`src/rtl/reaction_timer_core.sv`:
```
// Reaction-time game core: pseudo-random ARMED delay, then a BCD tenths
// counter that runs from GO until the player presses stop.
module reaction_timer_core #(
  parameter int         MIN_DELAY = 10,
  parameter int         RAND_BITS = 5,
  parameter logic [7:0] LFSR_SEED = 8'hA5
) (
  input  logic       clk,
  input  logic       rst_n,
  input  logic       tick,
  input  logic       start,
  input  logic       stop,
  input  logic       clr,
  output logic [3:0] tens,
  output logic [3:0] ones,
  output logic       go,
  output logic       foul,
  output logic       timeout,
  output logic [2:0] state
);

  typedef enum logic [2:0] {
    IDLE  = 3'd0,
    ARMED = 3'd1,
    RUN   = 3'd2,
    DONE  = 3'd3,
    FOUL  = 3'd4
  } state_t;

  localparam logic [3:0] BLANK = 4'hF;
  localparam logic [7:0] MIN8  = 8'(MIN_DELAY);
  localparam logic [7:0] MASK  = 8'((1 << RAND_BITS) - 1);

  state_t     st_q, st_d;
  logic [3:0] tens_q, tens_d;
  logic [3:0] ones_q, ones_d;
  logic       go_q, go_d;
  logic       foul_q, foul_d;
  logic       to_q, to_d;
  logic [7:0] dly_q, dly_d;
  logic [7:0] lfsr_q, lfsr_d;
  logic [7:0] load_val;
  logic       at_99;

  // Masking (rather than slicing) keeps RAND_BITS=0 legal: no random part.
  assign load_val = MIN8 + (lfsr_q & MASK);
  assign lfsr_d   = {lfsr_q[6:0],
                     lfsr_q[7] ^ lfsr_q[5] ^ lfsr_q[4] ^ lfsr_q[3]};
  assign at_99    = (tens_q == 4'd9) && (ones_q == 4'd9);

  always_ff @(posedge clk) begin
    if (!rst_n) begin
      st_q   <= IDLE;
      tens_q <= BLANK;
      ones_q <= BLANK;
      go_q   <= 1'b0;
      foul_q <= 1'b0;
      to_q   <= 1'b0;
      dly_q  <= 8'd0;
      lfsr_q <= LFSR_SEED;
    end else begin
      st_q   <= st_d;
      tens_q <= tens_d;
      ones_q <= ones_d;
      go_q   <= go_d;
      foul_q <= foul_d;
      to_q   <= to_d;
      dly_q  <= dly_d;
      lfsr_q <= lfsr_d;
    end
  end

  always_comb begin
    st_d   = st_q;
    tens_d = tens_q;
    ones_d = ones_q;
    go_d   = go_q;
    foul_d = foul_q;
    to_d   = to_q;
    dly_d  = dly_q;
    if (clr) begin
      st_d   = IDLE;
      tens_d = BLANK;
      ones_d = BLANK;
      go_d   = 1'b0;
      foul_d = 1'b0;
      to_d   = 1'b0;
    end else begin
      unique case (st_q)
        IDLE, DONE, FOUL: begin
          if (start) begin
            st_d   = ARMED;
            dly_d  = load_val;
            tens_d = BLANK;
            ones_d = BLANK;
            go_d   = 1'b0;
            foul_d = 1'b0;
            to_d   = 1'b0;
          end
        end
        ARMED: begin
          if (stop) begin
            st_d   = FOUL;
            foul_d = 1'b1;
          end else if (tick) begin
            dly_d = dly_q - 8'd1;
            if (dly_q == 8'd1) begin
              st_d   = RUN;
              tens_d = 4'd0;
              ones_d = 4'd0;
              go_d   = 1'b1;
            end
          end
        end
        RUN: begin
          if (stop) begin
            st_d = DONE;
            go_d = 1'b0;
          end else if (tick) begin
            unique case (1'b1)
              at_99: begin
                st_d = DONE;
                go_d = 1'b0;
                to_d = 1'b1;
              end
              (!at_99 && ones_q == 4'd9): begin
                ones_d = 4'd0;
                tens_d = tens_q + 4'd1;
              end
              default: ones_d = ones_q + 4'd1;
            endcase
          end
        end
        default: begin
          st_d   = IDLE;
          tens_d = BLANK;
          ones_d = BLANK;
          go_d   = 1'b0;
          foul_d = 1'b0;
          to_d   = 1'b0;
        end
      endcase
    end
  end

  assign state   = st_q;
  assign tens    = tens_q;
  assign ones    = ones_q;
  assign go      = go_q;
  assign foul    = foul_q;
  assign timeout = to_q;

endmodule

```
`config.mk`:
```
export PLATFORM = sky130hd
export DESIGN_NAME = reaction_timer_core
export DESIGN_NICKNAME = d
export VERILOG_FILES = /design/src/rtl/reaction_timer_core.sv
export SDC_FILE = /design/constraint.sdc
export NUM_CORES = 1
export LEC_CHECK = 0
export CORE_MARGIN = 4
export CORE_UTILIZATION = 28
export CTS_CLUSTER_SIZE = 10
export DETAILED_ROUTE_END_ITERATION = 10
export HOLD_SLACK_MARGIN = 0.02
export SLEW_MARGIN = 10
export SYNTH_ARGS = -nofsm -noshare
export SYNTH_HDL_FRONTEND = slang
export SYNTH_SLANG_ARGS = --single-unit
```
`constraint.sdc`:
```
create_clock -name clk -period 2.4 [get_ports clk]
set_input_delay 0.24 -clock clk [delete_from_list [all_inputs] [get_ports clk]]
set_output_delay 0.24 -clock clk [all_outputs]
set_load 0.005 [all_outputs]
```
==> results of run 1 <==
## cells by family (layout without fill, tap and decap cells)
family	count (synthesis)	count (layout)	share of synthesized area (%)
and+or+nand+nor	85	85	28.53
adders and majority gates	7	7	5.069
DFF	30	30	34.76
xor gates and xnor gates	7	7	3.548
buffers and inverters	18	47	4.055
muxes	1	1	0.5793
AOI/OAI and AO/OA	60	60	23.46
## layer usage
metal	track usage [%]	vias to the layer above	wire length, µm
li1	-	812	-
met1	16.62	745	2098
met2	17.87	45	1856
met3	3.327	6	250
met4	4.249	0	63
met5	0	-	0
## cells in the final DEF (no fill, tap or decap), types with 4 or more instances in the layout
master / n
ha_1: 7
nand3_1: 13
clkbuf_8: 5
a21oi_1: 14
nor2b_1: 4
o21ai_1: 4
nand2b_1: 9
a31oi_1: 5
nor2_1: 12
xor2_1: 4
and2_1: 5
o21ai_0: 14
nor3_1: 7
nand2_1: 15
clkdlybuf4s50_1: 19
dfxtp_1: 30
buf_4: 10
inv_1: 10
## where the power goes
| group | leakage, nW | internal [mW] | switching [mW] |
|---|---|---|---|
| Clock | 0.0524 | 0.310 | 0.191 |
| Combinational | 0.529 | 0.123 | 0.140 |
| Sequential | 0.246 | 0.530 | 0.0376 |
| Total | 0.828 | 0.963 | 0.369 |
## through the flow
stage	total power [mW]	std cells	utilization, %	setup WS (ns)
after detailed placement	0.8412	304	34.50	0.1996
after CTS	1.348	312	36.28	0.3607
after global routing	1.405	312	36.28	0.2293
after floorplan	0.7535	208	-	0.5743
final	1.331	312	36.28	0.3680
after global placement	0.8401	304	34.50	0.2030
## registers in the layout, indices dropped and copies added, names as in the netlist
| register | cells |
|---|---|
| ones | 4 |
| dly_q | 8 |
| go | 1 |
| lfsr_q | 8 |
| foul | 1 |
| state | 3 |
| tens | 4 |
| timeout | 1 |
## critical path: stages, from the launching register on
cell and delay (ns):
dfxtp_1 0.36, or4_4 0.57, o41ai_4 0.40, nand4_2 0.26, o31a_1 0.33
## worst max-delay path by stage
stage | startpoint | to | depth (start not counted)
3_5_place_dp | start | dly_q[0] | 5
4_1_cts | dly_q[2] | tens[3] | 4
6_report | dly_q[2] | tens[3] | 4
3_3_place_gp | start | dly_q[7] | 6
2_1_floorplan | dly_q[2] | ones[1] | 5
5_1_grt | state[1] | dly_q[0] | 4
## cell type report
type                            count  area (µm²)
Clock buffer                        7       76.32
Clock inverter                      1       30.03
Fill cell                         633        3795
Inverter                           10       37.54
Multi-Input combinational cell    160        1057
Sequential cell                    30       600.6
Tap cell                           75       93.84
Timing Repair Buffer               29       265.3
==> impl_metrics.toml, run 1 <==
[timing]
setup_tns_ns = 0
fin_worst_skew_ns = 0.01045
min_period_over_period_pct = 84.67
rsz0062_at_grt = "no"
finalHoldViolations = 0
fmax_mhz = 492.1
min_period_ns = 2.032
worst_pin_slew_ns = 0.8610
slew_viol_final = 0
whs_ns = 0.4066
slew_headroom_pct = 41.69
finalSetupViolCount = 0

[place]
place_area_um2 = 2054
gp_congestion = 0.8999
dp_hpwl_mm = 3.155
port_buffers = 19

[clocking]
cts_num_sinks = 30
htree_levels = 2
cts_buffers = 5
postCtsHoldBufs = 0
clk_latency_ns = 0.29
cts_buffer_depth = 2
root_buffer = "clkbuf_8"
clk_pin_slew_ns = 0.07
cts_resized = 0
cts_tree = "built"
post_cts_buffers = 0

[drt]
vias = 1608
final_antenna_net_count = 0
first_iter_violations = 82
wl_per_cell_um = 13.68
drc_errors = 0
totalWireLength_mm = 4.268
first_pass_iters = 4
viasPerCell = 5.154

[global_route]
grt_pass1_wl_mm = 7.155
antenna_found_initial = 0
grtUsageTotal_pct = 12.02
grt_max_degree = 18
first_global_vias = 1518
gr-total-overflow = 0

[logic_synthesis]
synth_area_um2 = 1728
yosysSeqAreaShare_pct = 34.76
synth_ff_type = "dfxtp_1"
async_reset_ff_share_pct = 0
synth_top_area_cell = "dfxtp_1"
yosysWarnings = 0
synthTopCellsByArea = "dfxtp_1, ha_1, a21oi_1"
ys_seq_elements = 30
yosysMostFrequentCell = "dfxtp_1"
avgSynthCellArea_um2 = 8.307
yosys-top-cells-count = "dfxtp_1, nand2_1, a21oi_1, o21ai_0, nand3_1"
netlist.area_leader.share_pct = 34.76
syn_nets = 221
synth_cell_type_count = 51
syn_inst = 208
synth_edf_count = 0

[die]
start_util_pct = 29.01
rows = 28
boundaryPins = 20
die-area_um2 = 7492
coreArea_um2 = 5956
die_h_um = 86.56
die_w_um = 86.56

[final_layout]
syn_to_final_growth_pct = 25.05
n_antenna_cell = 0
final_area_um2 = 2161
final_nets = 249
drive_above_1_share_pct = 10.13

[critical_path]
crit_required_ns = 2.58
crit_type = "reg2reg"
end_kind = "flip-flop"
r2r_cells = 4
start_kind = "flip-flop"
reg2reg_slack_ns = 0.37
worst-path-max-fanout = 7
r2r_start = "dly_q[2]"
timing.rr.end = "tens[3]"
arrival_ns = 2.21

[worst_hold_path]
holdPathEnd = "lfsr_q[7]"
min_from = "lfsr_q[6]"
hold_path_class = "reg2reg"
min_path_cells = 1

[pwr]
irDropWorstVdd_mv = 0.2582
p_leak_nw = 0.8280
p_per_area_nw_per_um2 = 616.2

[run_status]
outcome = "finished, final reports clean"

[run]
drv_cap = 0
No activity file was read; power rests on OpenSTA's default activity.
==> run 2: changes to the inputs <==
clock period = 1.95 ns   (was 2.4 ns; I/O delays follow)
==> run 2 against run 1 <==
Final cell count rose by 3.8%. Utilization up 1.8 points. Register-to-register slack worse by 0.35 ns. Via count increased by 4.5%. Setup slack lost 0.35 ns. Sequential power up 22%. Maximum frequency rose by 5.3%. Critical path depth increased by 1. Clock power grew 3%. Die area stayed put.
==> impl_metrics.toml, run 2 (synthesized netlist as in run 1, its figures left out) <==
[place]
place_area_um2 = 2137
port_buffers = 19
gp_congestion = 0.8493
dp_hpwl_mm = 3.287

[die]
boundaryPins = 20
start_util_pct = 29.01
die_h_um = 86.56
die_w_um = 86.56
rows = 28
die-area_um2 = 7492
coreArea_um2 = 5956

[clocking]
clk_latency_ns = 0.28
cts_tree = "built"
cts_buffers = 5
cts_buffer_depth = 2
clk_pin_slew_ns = 0.06
root_buffer = "clkbuf_8"
cts_num_sinks = 30
htree_levels = 2

[timing]
rsz0062_at_grt = "yes"
slew_viol_final = 0
min_period_ns = 1.929
min_period_over_period_pct = 98.94
finalHoldViolations = 0
slew_headroom_pct = 47.26
finalSetupViolCount = 0
worst_pin_slew_ns = 0.7788
fmax_mhz = 518.3
fin_worst_skew_ns = 0.005312

[global_route]
first_global_vias = 1640
top_usage_layer = "met2"
antenna_found_initial = 0
gr-total-overflow = 0
grt_max_degree = 18
grtUsageMet1_pct = 17.04
use_met3_pct = 3.422
grtUsageTotal_pct = 12.72
grt_pass1_wl_mm = 7.541
met2_usage_pct = 19.19

[final_layout]
largestRegisters = "dly_q x8, lfsr_q x8"
layout_commonest_cell = "dfxtp_1"
drive_above_1_share_pct = 17.27
final_area_um2 = 2271
fill_cells = 618
layout_common_cells = "dfxtp_1, buf_4, clkdlybuf4s50_1"
final_nets = 261
syn_to_final_growth_pct = 31.43
n_antenna_cell = 0

[drt]
wl_per_cell_um = 13.97
first_pass_iters = 4
first_iter_violations = 109
drc_errors = 0
totalWireLength_mm = 4.526
viasPerCell = 5.188
vias = 1681
final_antenna_net_count = 0

[run]
drv_cap = 0

[pwr]
p_per_area_nw_per_um2 = 695.9
totalPowerFinal_mw = 1.580
irDropWorstVdd_mv = 0.2449
p_leak_nw = 0.8883

[critical_path]
crit_required_ns = 2.08
start_kind = "flip-flop"
arrival_ns = 2.06
reg2reg_slack_ns = 0.02
end_kind = "flip-flop"
worst-path-max-fanout = 3
crit_type = "reg2reg"
r2r_cells = 5

[worst_hold_path]
hold_path_class = "reg2reg"
min_path_cells = 1

[run_status]
outcome = "finished, final reports clean"
==> run 2: final timing paths <==
check | start | end
hold / removal | lfsr_q[6] | lfsr_q[7]
setup reg to reg | dly_q[5] | ones[3]
setup / recovery | dly_q[5] | ones[3]
hold reg to reg | lfsr_q[6] | lfsr_q[7]
==> run 2: cell type report <==
type,instances,area (µm²),area share (%)
multi-input cells,160,1091,48.04
clock inverters,1,5.005,0.2204
inverters,10,37.54,1.653
well taps,75,93.84,4.132
clock buffers,7,86.33,3.802
repair buffers,41,355.3,15.65
flip-flops and latches,30,601.8,26.50
==> run 2: timing repair <==
action | in CTS | in global routing
buffers inserted | 0 | 1
resized for setup | 1 | 7
endpoints found under the setup margin | 1 | 8
pin swaps | 0 | 3
hold buffers | 0 | 0
==> run 2: power by group <==
part | total (mW) | switching (mW) | internal, mW
Clock | 0.517 | 0.233 | 0.284
Sequential | 0.692 | 0.0394 | 0.652
Combinational | 0.371 | 0.193 | 0.178
==> run 2: worst max-delay path, stage by stage (launching register included) <==
cell	delay (ns)
dfxtp_2	0.33
or4_4	0.55
o41ai_4	0.36
and3_4	0.29
and2_4	0.16
a32oi_2	0.10
==> run 2: metrics by stage <==
| stage | util, % | instances | TNS [ns] | setup slack, ns | hold WS (ns) |
|---|---|---|---|---|---|
| 2_1_floorplan | - | 208 | 0 | 0.1243 | 0.2680 |
| 3_3_place_gp | 35.88 | 315 | -0.3938 | -0.07632 | 0.3887 |
| 3_5_place_dp | 35.88 | 315 | -0.5202 | -0.09337 | 0.4096 |
| 4_1_cts | 37.50 | 323 | 0 | 0.005271 | 0.4245 |
| 5_1_grt | 38.13 | 324 | -0.1431 | -0.05326 | 0.4458 |
| 6_report | 38.13 | 324 | 0 | 0.02064 | 0.4162 |
==> run 2: routing by layer <==
| metal | wire, µm | vias to the layer above | part of all wire (%) |
|---|---|---|---|
| li1 | - | 840 | - |
| met1 | 2196 | 786 | 49 |
| met2 | 2026 | 47 | 45 |
| met3 | 202 | 8 | 4.5 |
| met4 | 99 | 0 | 2.2 |
| met5 | 0 | - | 0 |
